File: src/rtl/fetch_prefetch_if.sv
// Fetch front-end bundle: branch redirect, instruction-memory request/response
// channels and the instruction handoff towards the IF/ID register.
interface fetch_prefetch_if #(
    parameter int unsigned PC_W   = 16,
    parameter int unsigned INST_W = 32
);
    logic              redirect;
    logic [PC_W-1:0]   redirect_pc;
    logic              imem_req_valid;
    logic              imem_req_ready;
    logic [PC_W-1:0]   imem_req_addr;
    logic              imem_rsp_valid;
    logic [INST_W-1:0] imem_rsp_data;
    logic              inst_valid;
    logic              inst_ready;
    logic [INST_W-1:0] inst_data;
    logic [PC_W-1:0]   inst_pc;
    logic [PC_W-1:0]   inst_pc_plus1;

    // Fetch unit side
    modport master (
        input  redirect, redirect_pc, imem_req_ready, imem_rsp_valid, imem_rsp_data, inst_ready,
        output imem_req_valid, imem_req_addr, inst_valid, inst_data, inst_pc, inst_pc_plus1
    );

    // Environment side: memory, branch unit and IF/ID
    modport slave (
        output redirect, redirect_pc, imem_req_ready, imem_rsp_valid, imem_rsp_data, inst_ready,
        input  imem_req_valid, imem_req_addr, inst_valid, inst_data, inst_pc, inst_pc_plus1
    );
endinterface

File: src/rtl/fetch_prefetch_queue.sv
// Instruction prefetch queue: issues in-order word fetches to a variable-latency
// memory, buffers returned words with their PCs and hands them to IF/ID.
// A redirect flushes the buffer and discards every response still in flight.
module fetch_prefetch_queue #(
    parameter int unsigned     DEPTH    = 4,
    parameter int unsigned     PC_W     = 16,
    parameter int unsigned     INST_W   = 32,
    parameter logic [PC_W-1:0] RESET_PC = '0
) (
    input logic              clk,
    input logic              rst,
    fetch_prefetch_if.master bus
);
    localparam int unsigned PTR_W = (DEPTH > 1) ? $clog2(DEPTH) : 1;
    localparam int unsigned CNT_W = $clog2(DEPTH + 1);
    localparam int unsigned SUM_W = CNT_W + 1;

    logic [PC_W-1:0]   fetch_pc_q, fetch_pc_d;
    logic [INST_W-1:0] data_q [DEPTH];
    logic [INST_W-1:0] data_d [DEPTH];
    logic [PC_W-1:0]   pc_q   [DEPTH];
    logic [PC_W-1:0]   pc_d   [DEPTH];
    logic [PTR_W-1:0]  rd_ptr_q, rd_ptr_d, wr_ptr_q, wr_ptr_d;
    logic [CNT_W-1:0]  count_q, count_d;
    // PCs of requests accepted but not yet answered, oldest at tag_rd_q
    logic [PC_W-1:0]   tag_q  [DEPTH];
    logic [PC_W-1:0]   tag_d  [DEPTH];
    logic [PTR_W-1:0]  tag_rd_q, tag_rd_d, tag_wr_q, tag_wr_d;
    logic [CNT_W-1:0]  outstanding_q, outstanding_d;
    logic [CNT_W-1:0]  kill_cnt_q, kill_cnt_d;

    logic credit_ok;
    logic req_fire;
    logic push;
    logic pop;

    // Buffered plus in-flight words may never exceed the buffer, so a response always fits
    assign credit_ok = ({1'b0, count_q} + {1'b0, outstanding_q}) < SUM_W'(DEPTH);

    assign bus.imem_req_valid = !rst && !bus.redirect && credit_ok;
    assign bus.imem_req_addr  = fetch_pc_q;
    assign bus.inst_valid     = (count_q != '0);
    assign bus.inst_data      = data_q[rd_ptr_q];
    assign bus.inst_pc        = pc_q[rd_ptr_q];
    assign bus.inst_pc_plus1  = pc_q[rd_ptr_q] + 1'b1;

    // Next-state: request issue, response retire/discard, FIFO push/pop, redirect override
    always_comb begin
        fetch_pc_d    = fetch_pc_q;
        data_d        = data_q;
        pc_d          = pc_q;
        rd_ptr_d      = rd_ptr_q;
        wr_ptr_d      = wr_ptr_q;
        count_d       = count_q;
        tag_d         = tag_q;
        tag_rd_d      = tag_rd_q;
        tag_wr_d      = tag_wr_q;
        outstanding_d = outstanding_q;
        kill_cnt_d    = kill_cnt_q;

        req_fire = bus.imem_req_valid && bus.imem_req_ready;
        push     = bus.imem_rsp_valid && (kill_cnt_q == '0);
        pop      = bus.inst_valid && bus.inst_ready;

        if (req_fire) begin
            tag_d[tag_wr_q] = fetch_pc_q;
            tag_wr_d        = tag_wr_q + 1'b1;
            fetch_pc_d      = fetch_pc_q + 1'b1;
        end

        // Every response retires the oldest tag, killed or not
        if (bus.imem_rsp_valid) begin
            tag_rd_d = tag_rd_q + 1'b1;
            if (kill_cnt_q != '0) begin
                kill_cnt_d = kill_cnt_q - 1'b1;
            end
        end
        outstanding_d = outstanding_q + CNT_W'(req_fire) - CNT_W'(bus.imem_rsp_valid);

        if (push) begin
            data_d[wr_ptr_q] = bus.imem_rsp_data;
            pc_d[wr_ptr_q]   = tag_q[tag_rd_q];
            wr_ptr_d         = wr_ptr_q + 1'b1;
        end
        if (pop) begin
            rd_ptr_d = rd_ptr_q + 1'b1;
        end
        count_d = count_q + CNT_W'(push) - CNT_W'(pop);

        // No request fires during a redirect, so outstanding_d already excludes it
        if (bus.redirect) begin
            count_d    = '0;
            rd_ptr_d   = '0;
            wr_ptr_d   = '0;
            fetch_pc_d = bus.redirect_pc;
            kill_cnt_d = outstanding_d;
        end
    end

    // State registers with asynchronous clear
    always_ff @(posedge clk or posedge rst) begin
        if (rst) begin
            fetch_pc_q    <= RESET_PC;
            rd_ptr_q      <= '0;
            wr_ptr_q      <= '0;
            count_q       <= '0;
            tag_rd_q      <= '0;
            tag_wr_q      <= '0;
            outstanding_q <= '0;
            kill_cnt_q    <= '0;
            for (int unsigned i = 0; i < DEPTH; i++) begin
                data_q[i] <= '0;
                pc_q[i]   <= '0;
                tag_q[i]  <= '0;
            end
        end else begin
            fetch_pc_q    <= fetch_pc_d;
            rd_ptr_q      <= rd_ptr_d;
            wr_ptr_q      <= wr_ptr_d;
            count_q       <= count_d;
            tag_rd_q      <= tag_rd_d;
            tag_wr_q      <= tag_wr_d;
            outstanding_q <= outstanding_d;
            kill_cnt_q    <= kill_cnt_d;
            data_q        <= data_d;
            pc_q          <= pc_d;
            tag_q         <= tag_d;
        end
    end
endmodule
File: src/flat_wrapper.sv
// flat-port wrapper written by rule: the top's interface ports become plain ports
module fetch_prefetch_queue_flat 
#(
    parameter int unsigned     DEPTH    = 4,
    parameter int unsigned     PC_W     = 16,
    parameter int unsigned     INST_W   = 32,
    parameter logic [PC_W-1:0] RESET_PC = '0
)
  (clk, rst, bus_redirect, bus_redirect_pc, bus_imem_req_ready, bus_imem_rsp_valid, bus_imem_rsp_data, bus_inst_ready, bus_imem_req_valid, bus_imem_req_addr, bus_inst_valid, bus_inst_data, bus_inst_pc, bus_inst_pc_plus1);
  fetch_prefetch_if #(.PC_W(PC_W), .INST_W(INST_W)) bus_i ();
  input logic clk;
  input logic rst;
  input wire logic [$bits(bus_i.redirect)-1:0] bus_redirect;
  input wire logic [$bits(bus_i.redirect_pc)-1:0] bus_redirect_pc;
  input wire logic [$bits(bus_i.imem_req_ready)-1:0] bus_imem_req_ready;
  input wire logic [$bits(bus_i.imem_rsp_valid)-1:0] bus_imem_rsp_valid;
  input wire logic [$bits(bus_i.imem_rsp_data)-1:0] bus_imem_rsp_data;
  input wire logic [$bits(bus_i.inst_ready)-1:0] bus_inst_ready;
  output wire logic [$bits(bus_i.imem_req_valid)-1:0] bus_imem_req_valid;
  output wire logic [$bits(bus_i.imem_req_addr)-1:0] bus_imem_req_addr;
  output wire logic [$bits(bus_i.inst_valid)-1:0] bus_inst_valid;
  output wire logic [$bits(bus_i.inst_data)-1:0] bus_inst_data;
  output wire logic [$bits(bus_i.inst_pc)-1:0] bus_inst_pc;
  output wire logic [$bits(bus_i.inst_pc_plus1)-1:0] bus_inst_pc_plus1;
  assign bus_i.redirect = bus_redirect;
  assign bus_i.redirect_pc = bus_redirect_pc;
  assign bus_i.imem_req_ready = bus_imem_req_ready;
  assign bus_i.imem_rsp_valid = bus_imem_rsp_valid;
  assign bus_i.imem_rsp_data = bus_imem_rsp_data;
  assign bus_i.inst_ready = bus_inst_ready;
  assign bus_imem_req_valid = bus_i.imem_req_valid;
  assign bus_imem_req_addr = bus_i.imem_req_addr;
  assign bus_inst_valid = bus_i.inst_valid;
  assign bus_inst_data = bus_i.inst_data;
  assign bus_inst_pc = bus_i.inst_pc;
  assign bus_inst_pc_plus1 = bus_i.inst_pc_plus1;
  fetch_prefetch_queue #(.DEPTH(DEPTH), .PC_W(PC_W), .INST_W(INST_W), .RESET_PC(RESET_PC)) u_core (.clk(clk), .rst(rst), .bus(bus_i));
endmodule
File: config.mk
export PLATFORM = sky130hd
export DESIGN_NAME = fetch_prefetch_queue_flat
export DESIGN_NICKNAME = d
export VERILOG_FILES = /design/src/rtl/fetch_prefetch_if.sv /design/src/rtl/fetch_prefetch_queue.sv /design/src/flat_wrapper.sv
export SDC_FILE = /design/constraint.sdc
export NUM_CORES = 1
export LEC_CHECK = 0
export CORE_ASPECT_RATIO = 1.5
export CORE_UTILIZATION = 57
export DETAILED_ROUTE_END_ITERATION = 16
export GPL_TIMING_DRIVEN = 0
export PLACE_DENSITY_LB_ADDON = 0.15
export SYNTH_ARGS = -nofsm -noshare
export SYNTH_HDL_FRONTEND = slang
export SYNTH_SLANG_ARGS = --single-unit
File: constraint.sdc
create_clock -name clk -period 11.2 [get_ports clk]
set_clock_uncertainty 0.05 [all_clocks]
set_input_delay 1.12 -clock clk [delete_from_list [all_inputs] [get_ports clk]]
set_output_delay 1.12 -clock clk [all_outputs]
set_load 0.005 [all_outputs]
---- Word-level counts from Yosys, hierarchy flattened ----
Cells that the tools add are included.
storage, ports and cells
  memories ................................ 0
  bits in read-only memories .............. 0
  input bits .............................. 54
  output and inout bits ................... 82
  bits in registers ....................... 289
  bits in writable memories ............... 0
  bits in latches ......................... 0
  word-level logic and storage cells ...... 89
operators by class
  bitwise operators ....................... 4
  shift-type cells ........................ 0
  $mul .................................... 0
  equality and inequality tests ........... 0
  mux-type cells .......................... 28
  divide/modulo/power cells ............... 0
  add/subtract/negate cells ............... 12
  reduce and logical (&&, ||, !) cells .... 18
  order comparisons ....................... 7
operators by type and width
  kind                                                                          number
  128-bit bitwise mux                                                           1
  64-bit bitwise mux                                                            2
  16-bit two-way mux                                                            8
  32-bit two-way mux                                                            3
  16-bit binary-select mux with 2-bit select                                    2
  32-bit binary-select mux with 2-bit select                                    1
  16-bit demux with 2-bit select                                                2
  32-bit demux with 2-bit select                                                1
  16-bit by 1-bit adder with 16-bit output, second input constant               2
  3-bit >= comparator, second input constant                                    4
  3-bit two-way mux                                                             4
  2-bit inverter with 3-bit output                                              4
  2-bit nonzero test                                                            5
  2-bit by 1-bit adder with 2-bit output, second input constant                 4
  2-bit two-way mux                                                             4
  1-bit logical AND                                                             7
  3-bit by 1-bit adder with 3-bit output                                        2
  3-bit by 1-bit less-than comparator with 1-bit output, second input constant  2
  3-bit nonzero test                                                            2
  3-bit by 1-bit subtractor with 3-bit output                                   2
  3-bit by 3-bit adder with 4-bit output                                        1
  4-bit by 3-bit less-than comparator with 1-bit output, second input constant  1
  3-bit logical NOT                                                             1
  3-bit by 1-bit subtractor with 3-bit output, second input constant            1
  other kinds (2)                                                               3

---- Depth between registers and ports, before layout ----
  word-level depth ........................ 7
  depth in mapped cells ................... 13
  mapped depth without buffers ............ 11

---- Worst setup path after synthesis ----
No wires, ideal clock.
  path kind ............................... input to register
  start ................................... input bus_redirect
  end ..................................... register u_core.kill_cnt_q[2]
  buffers on the path ..................... 3
  path slack .............................. 8016 ps
  data arrival time ....................... 2998 ps
  data required time ...................... 11015 ps
  stages on the path ...................... 13
  library setup time ...................... 135 ps
  cell sequence ........................... buf_2 > nor3_2 > nand4_1 > inv_2 > buf_4 > buf_2 > ha_1 > inv_1 > fa_1 > xnor2_1 > xnor2_1 > nand2_1 > o21ai_0
between the ends
  longest elaborated chain between the ends .. 7
  elaborated cells between the ends (all ways) .. 10
  those cells by class .................... add/sub: 2; mux: 1; reduce/logical: 7
RTL lines
  element                                      line                         RTL
  start: declaration                           flat_wrapper.sv:13           input wire logic [$bits(bus_i.redirect)-1:0] bus_redirect;
  1-bit logical NOT                            fetch_prefetch_queue.sv:40   assign bus.imem_req_valid = !rst && !bus.redirect && credit_ok;
  1-bit logical AND (2 in a row)               fetch_prefetch_queue.sv:40
  1-bit logical AND                            fetch_prefetch_queue.sv:61   req_fire = bus.imem_req_valid && bus.imem_req_ready;
  net u_core.req_fire                          fetch_prefetch_queue.sv:33   logic req_fire;
  3-bit by 1-bit adder with 3-bit output       fetch_prefetch_queue.sv:78   outstanding_d = outstanding_q + CNT_W'(req_fire) - CNT_W'(bus.imem_rsp_valid);
  3-bit by 1-bit subtractor with 3-bit output  fetch_prefetch_queue.sv:78
  net u_core.outstanding_d[2]                  fetch_prefetch_queue.sv:29   logic [CNT_W-1:0] outstanding_q, outstanding_d;
  3-bit two-way mux                            fetch_prefetch_queue.sv:91   if (bus.redirect) begin
  end signal: assignment                       fetch_prefetch_queue.sv:124  kill_cnt_q <= kill_cnt_d;
  end: declaration                             fetch_prefetch_queue.sv:30   logic [CNT_W-1:0] kill_cnt_q, kill_cnt_d;
The timed path passes the listed nets, and every way through them passes these cells.
A chain may end at the register's enable or synchronous reset.

---- Worst setup path after layout ----
  start ................................... register u_core.rd_ptr_q[1]
  end ..................................... output bus_inst_pc_plus1[14]
between the ends
  longest elaborated chain between the ends .. 5
RTL lines
  element                                                 line                         RTL
  start: declaration                                      fetch_prefetch_queue.sv:23   logic [PTR_W-1:0] rd_ptr_q, rd_ptr_d, wr_ptr_q, wr_ptr_d;
  start signal: assignment                                fetch_prefetch_queue.sv:118  rd_ptr_q <= rd_ptr_d;
  2-bit inverter with 3-bit output (implied by the code)  fetch_prefetch_queue.sv:45   assign bus.inst_pc_plus1 = pc_q[rd_ptr_q] + 1'b1;
  16-bit binary-select mux with 2-bit select              fetch_prefetch_queue.sv:45
  16-bit two-way mux (implied by the code) (2 in a row)   fetch_prefetch_queue.sv:45
  16-bit by 1-bit adder with 16-bit output                fetch_prefetch_queue.sv:45
  end: declaration                                        flat_wrapper.sv:24           output wire logic [$bits(bus_i.inst_pc_plus1)-1:0] bus_inst_pc_plus1;
No other way between the ends. The select of a mux whose other input is x is not followed.

==> key figures <==
Setup path
  • Worst-path cell chain: buf_4 > mux4_1 > ha_1 > nand2b_1 > o22ai_1 > nand3_1 > nor4_2 > xor2_1 > clkdlybuf4s50_1
  • Startpoint types: flip-flop
  • Max incr delay on CP: 0.52 ns
  • WP data required: 10.03 ns
  • Crit path from: u_core.rd_ptr_q[1]$_DFFE_PP0P_
  • Delay-heaviest family, CP: buffers and inverters
  • Crit end category: output pin
  • CP max FO: 10
  • Buffers and inverters on the worst path: 2
  • WS Path Type: reg -> out
  • Reg2reg start: u_core.outstanding_q[2]$_DFF_PP0_
  • Slowest-stage cell, CP: clkdlybuf4s50_1
  • Crit path DAT: 3.47 ns

Place
  • Dpl ws: 7.06 ns
  • Number of port buffers: 134
  • Post-placement cell area: 0.0150 mm2
  • Final HPWL DP: 19400 um
  • Cells after DPL: 1292
  • Routability Congestion: 0.759

GRT
  • Initial antenna violation count: 0
  • Vias in the first global route: 8553
  • First-pass GRT wire length: 44700 um
  • Largest net degree at the start of global routing: 126
  • All-Layer GR Usage: 0.240
  • Grt ovf: 0

Finish
  • Fin area: 0.0159 mm2
  • Layout overhead on the synthesized area: 20.4%
  • Total Nets Final: 1120
  • Most frequent cells in the layout: dfrtp_1 (289), mux2_2 (248), clkdlybuf4s50_1 (134)
  • Most common cell after layout, fill and taps aside: dfrtp_1
  • Layout cells sized above 1: 0.378
  • Non-filler instance count after layout: 1343
  • Antenna Cells: 0

Clock network
  • # hold bufs at CTS: 0
  • CTS tree: yes
  • H-tree levels: 1
  • CTS buffer count: 28
  • Clk_lat worst skew: 0.54 ns
  • CTS Root Cell: clkbuf_16
  • # clock sinks: 289
  • Post CTS Setup Buffer Count: 0
  • Post-cts resize count: 0
  • CTS clock-pin slew for the worst setup and hold paths: 0.06 ns
  • Clock buffer depth: 3

Hold path
  • Hold Crit Start: u_core.tag_q[34]$_DFFE_PP0P_
  • Worst min path class: reg -> reg

Floorplanning
  • Core ar.: 0.0226 mm2
  • Die width: 126 um
  • Die Y: 189 um
  • Site Rows: 67
  • Number of I/O pins: 136
  • Area of the die: 0.0238 mm2
  • Starting density of the core: 0.587

STA
  • Rel. slew slack: 0.451
  • Worst Tran Pin Value: 0.823 ns
  • Tcrit/Tclk final: 0.414
  • RSZ-0062 raised after global routing: false
  • Fmax: 216 MHz
  • # setup viols final: 0
  • Final Slew Violations: 0
  • Final worst slack: 6.56 ns
  • Final hold vios: 0
  • Hold Slack: 0.428 ns
  • Fin crit period: 4.64 ns

Logic synthesis
  • Register area share after synthesis: 0.547
  • Syn avg cell area: 15.0 um2
  • Post-Syn Area: 0.0132 mm2
  • Main synth FF type: dfrtp_1
  • Seq cells post-synth: 289
  • Asr flop ratio synth: 1.00
  • Count of flip-flops with a built-in enable after synthesis: 0
  • Cell count after synthesis: 880
  • Net Count, Synth: 954
  • Yosys warns: 0
  • Unique masters post-synth: 47

Power
  • Peak VDD IR: 144 uV
  • Power per Cell Area: 236 mW/mm2
  • Leakage: 0.00736 uW

Route
  • DR iter-0 viols: 323
  • Remaining antenna violation count: 0
  • Vias: 7924
  • Drt total wl: 27500 um
  • Residual DRC: 0
  • Drt pass-1 iters: 5
  • Avg WL per Cell: 20.5 um
  • Vias/cell: 5.90

Run
  • Max cap viols: 0

Outcome
  • Status: finished, final reports clean
-- synth_stat cells, drive strengths merged, types with 4 or more instances --
cell | n | area [um2]
buf | 32 | 191
nor3 | 8 | 50.1
clkbuf | 19 | 71.3
ha | 18 | 225
mux2i | 5 | 62.6
a21oi | 5 | 25.0
nand4 | 6 | 52.6
and2 | 5 | 33.8
nand2 | 47 | 186
nand3 | 14 | 82.6
xnor2 | 17 | 149
nor2 | 19 | 73.8
inv | 20 | 75.1
a221o | 4 | 40.0
dfrtp | 289 | 7230
o211ai | 4 | 30.0
xor2 | 12 | 105
o21ai | 23 | 115
mux2 | 248 | 2790
mux4 | 63 | 1430
-- area by class of cell --
type / count / area [um2]
flip-flops and latches: 289 / 7230
fillers: 1563 / 6620
multi-input cells: 520 / 5660
repair buffers: 136 / 1400
clock buffers: 39 / 833
well taps: 276 / 345
plain buffers: 51 / 263
clock inverters: 12 / 118
inverters: 20 / 82.6
-- worst min-delay path: stages (launching register included) --
cell and delay, ns:
dfrtp_1 0.34, nand2_1 0.05, o21ai_0 0.06
-- metal layers --
metal | track usage | vias to the layer above | share of wire
li1 | - | 3538 | -
met1 | 0.271 | 4125 | 0.38
met2 | 0.463 | 204 | 0.56
met3 | 0.0295 | 57 | 0.040
met4 | 0.0774 | 0 | 0.025
met5 | 0 | - | 0
-- state kept, by name (all words and copies together), names as in the netlist --
name,count
u_core.tag_q,64
u_core.count_q,3
u_core.pc_q,64
u_core.kill_cnt_q,3
u_core.wr_ptr_q,2
u_core.outstanding_q,3
u_core.rd_ptr_q,2
u_core.bus.imem_req_addr,16
u_core.tag_wr_q,2
u_core.tag_rd_q,2
u_core.data_q,128
-- per-stage QoR --
step | TNS [ns] | utilization | power (uW)
floorplan | 0 | - | 2300
global placement | -425.20 | 0.661 | 2790
detailed placement | 0 | 0.664 | 2840
CTS | 0 | 0.706 | 3800
global route | 0 | 0.706 | 3950
finish | 0 | 0.706 | 3750
-- where the power goes --
part / total [uW] / switching (uW) / leakage (uW) / internal [uW]
sequential: 1490 / 157 / 0.00383 / 1340
combinational: 1310 / 512 / 0.00307 / 797
clock: 953 / 389 / 0.000467 / 564
total: 3750 / 1060 / 0.00736 / 2700
-- path summary, 6_finish.rpt --
path | depth (start not counted) | slack (ns) | endpoint
max in group asynchronous | 3 | 9.20 | u_core.data_q[85]$_DFFE_PP0P_
worst min-delay path | 2 | 0.43 | u_core.tag_q[34]$_DFFE_PP0P_
worst max register to register | 13 | 7.98 | u_core.kill_cnt_q[2]$_DFFE_PP0P_
worst max-delay path | 9 | 6.56 | bus_inst_pc_plus1[14]
min in group asynchronous | 2 | 0.97 | u_core.kill_cnt_q[1]$_DFFE_PP0P_
worst min register to register | 2 | 0.43 | u_core.tag_q[34]$_DFFE_PP0P_
-- cells by family after synthesis --
logic type	synth area share
and+or+nand+nor	0.0434
AOI/OAI and AO/OA	0.0210
xor gates and xnor gates	0.0192
buffers and inverters	0.0255
adders and majority gates	0.0200
DFF	0.547
muxes	0.324
(Power assumes the default switching activity.)
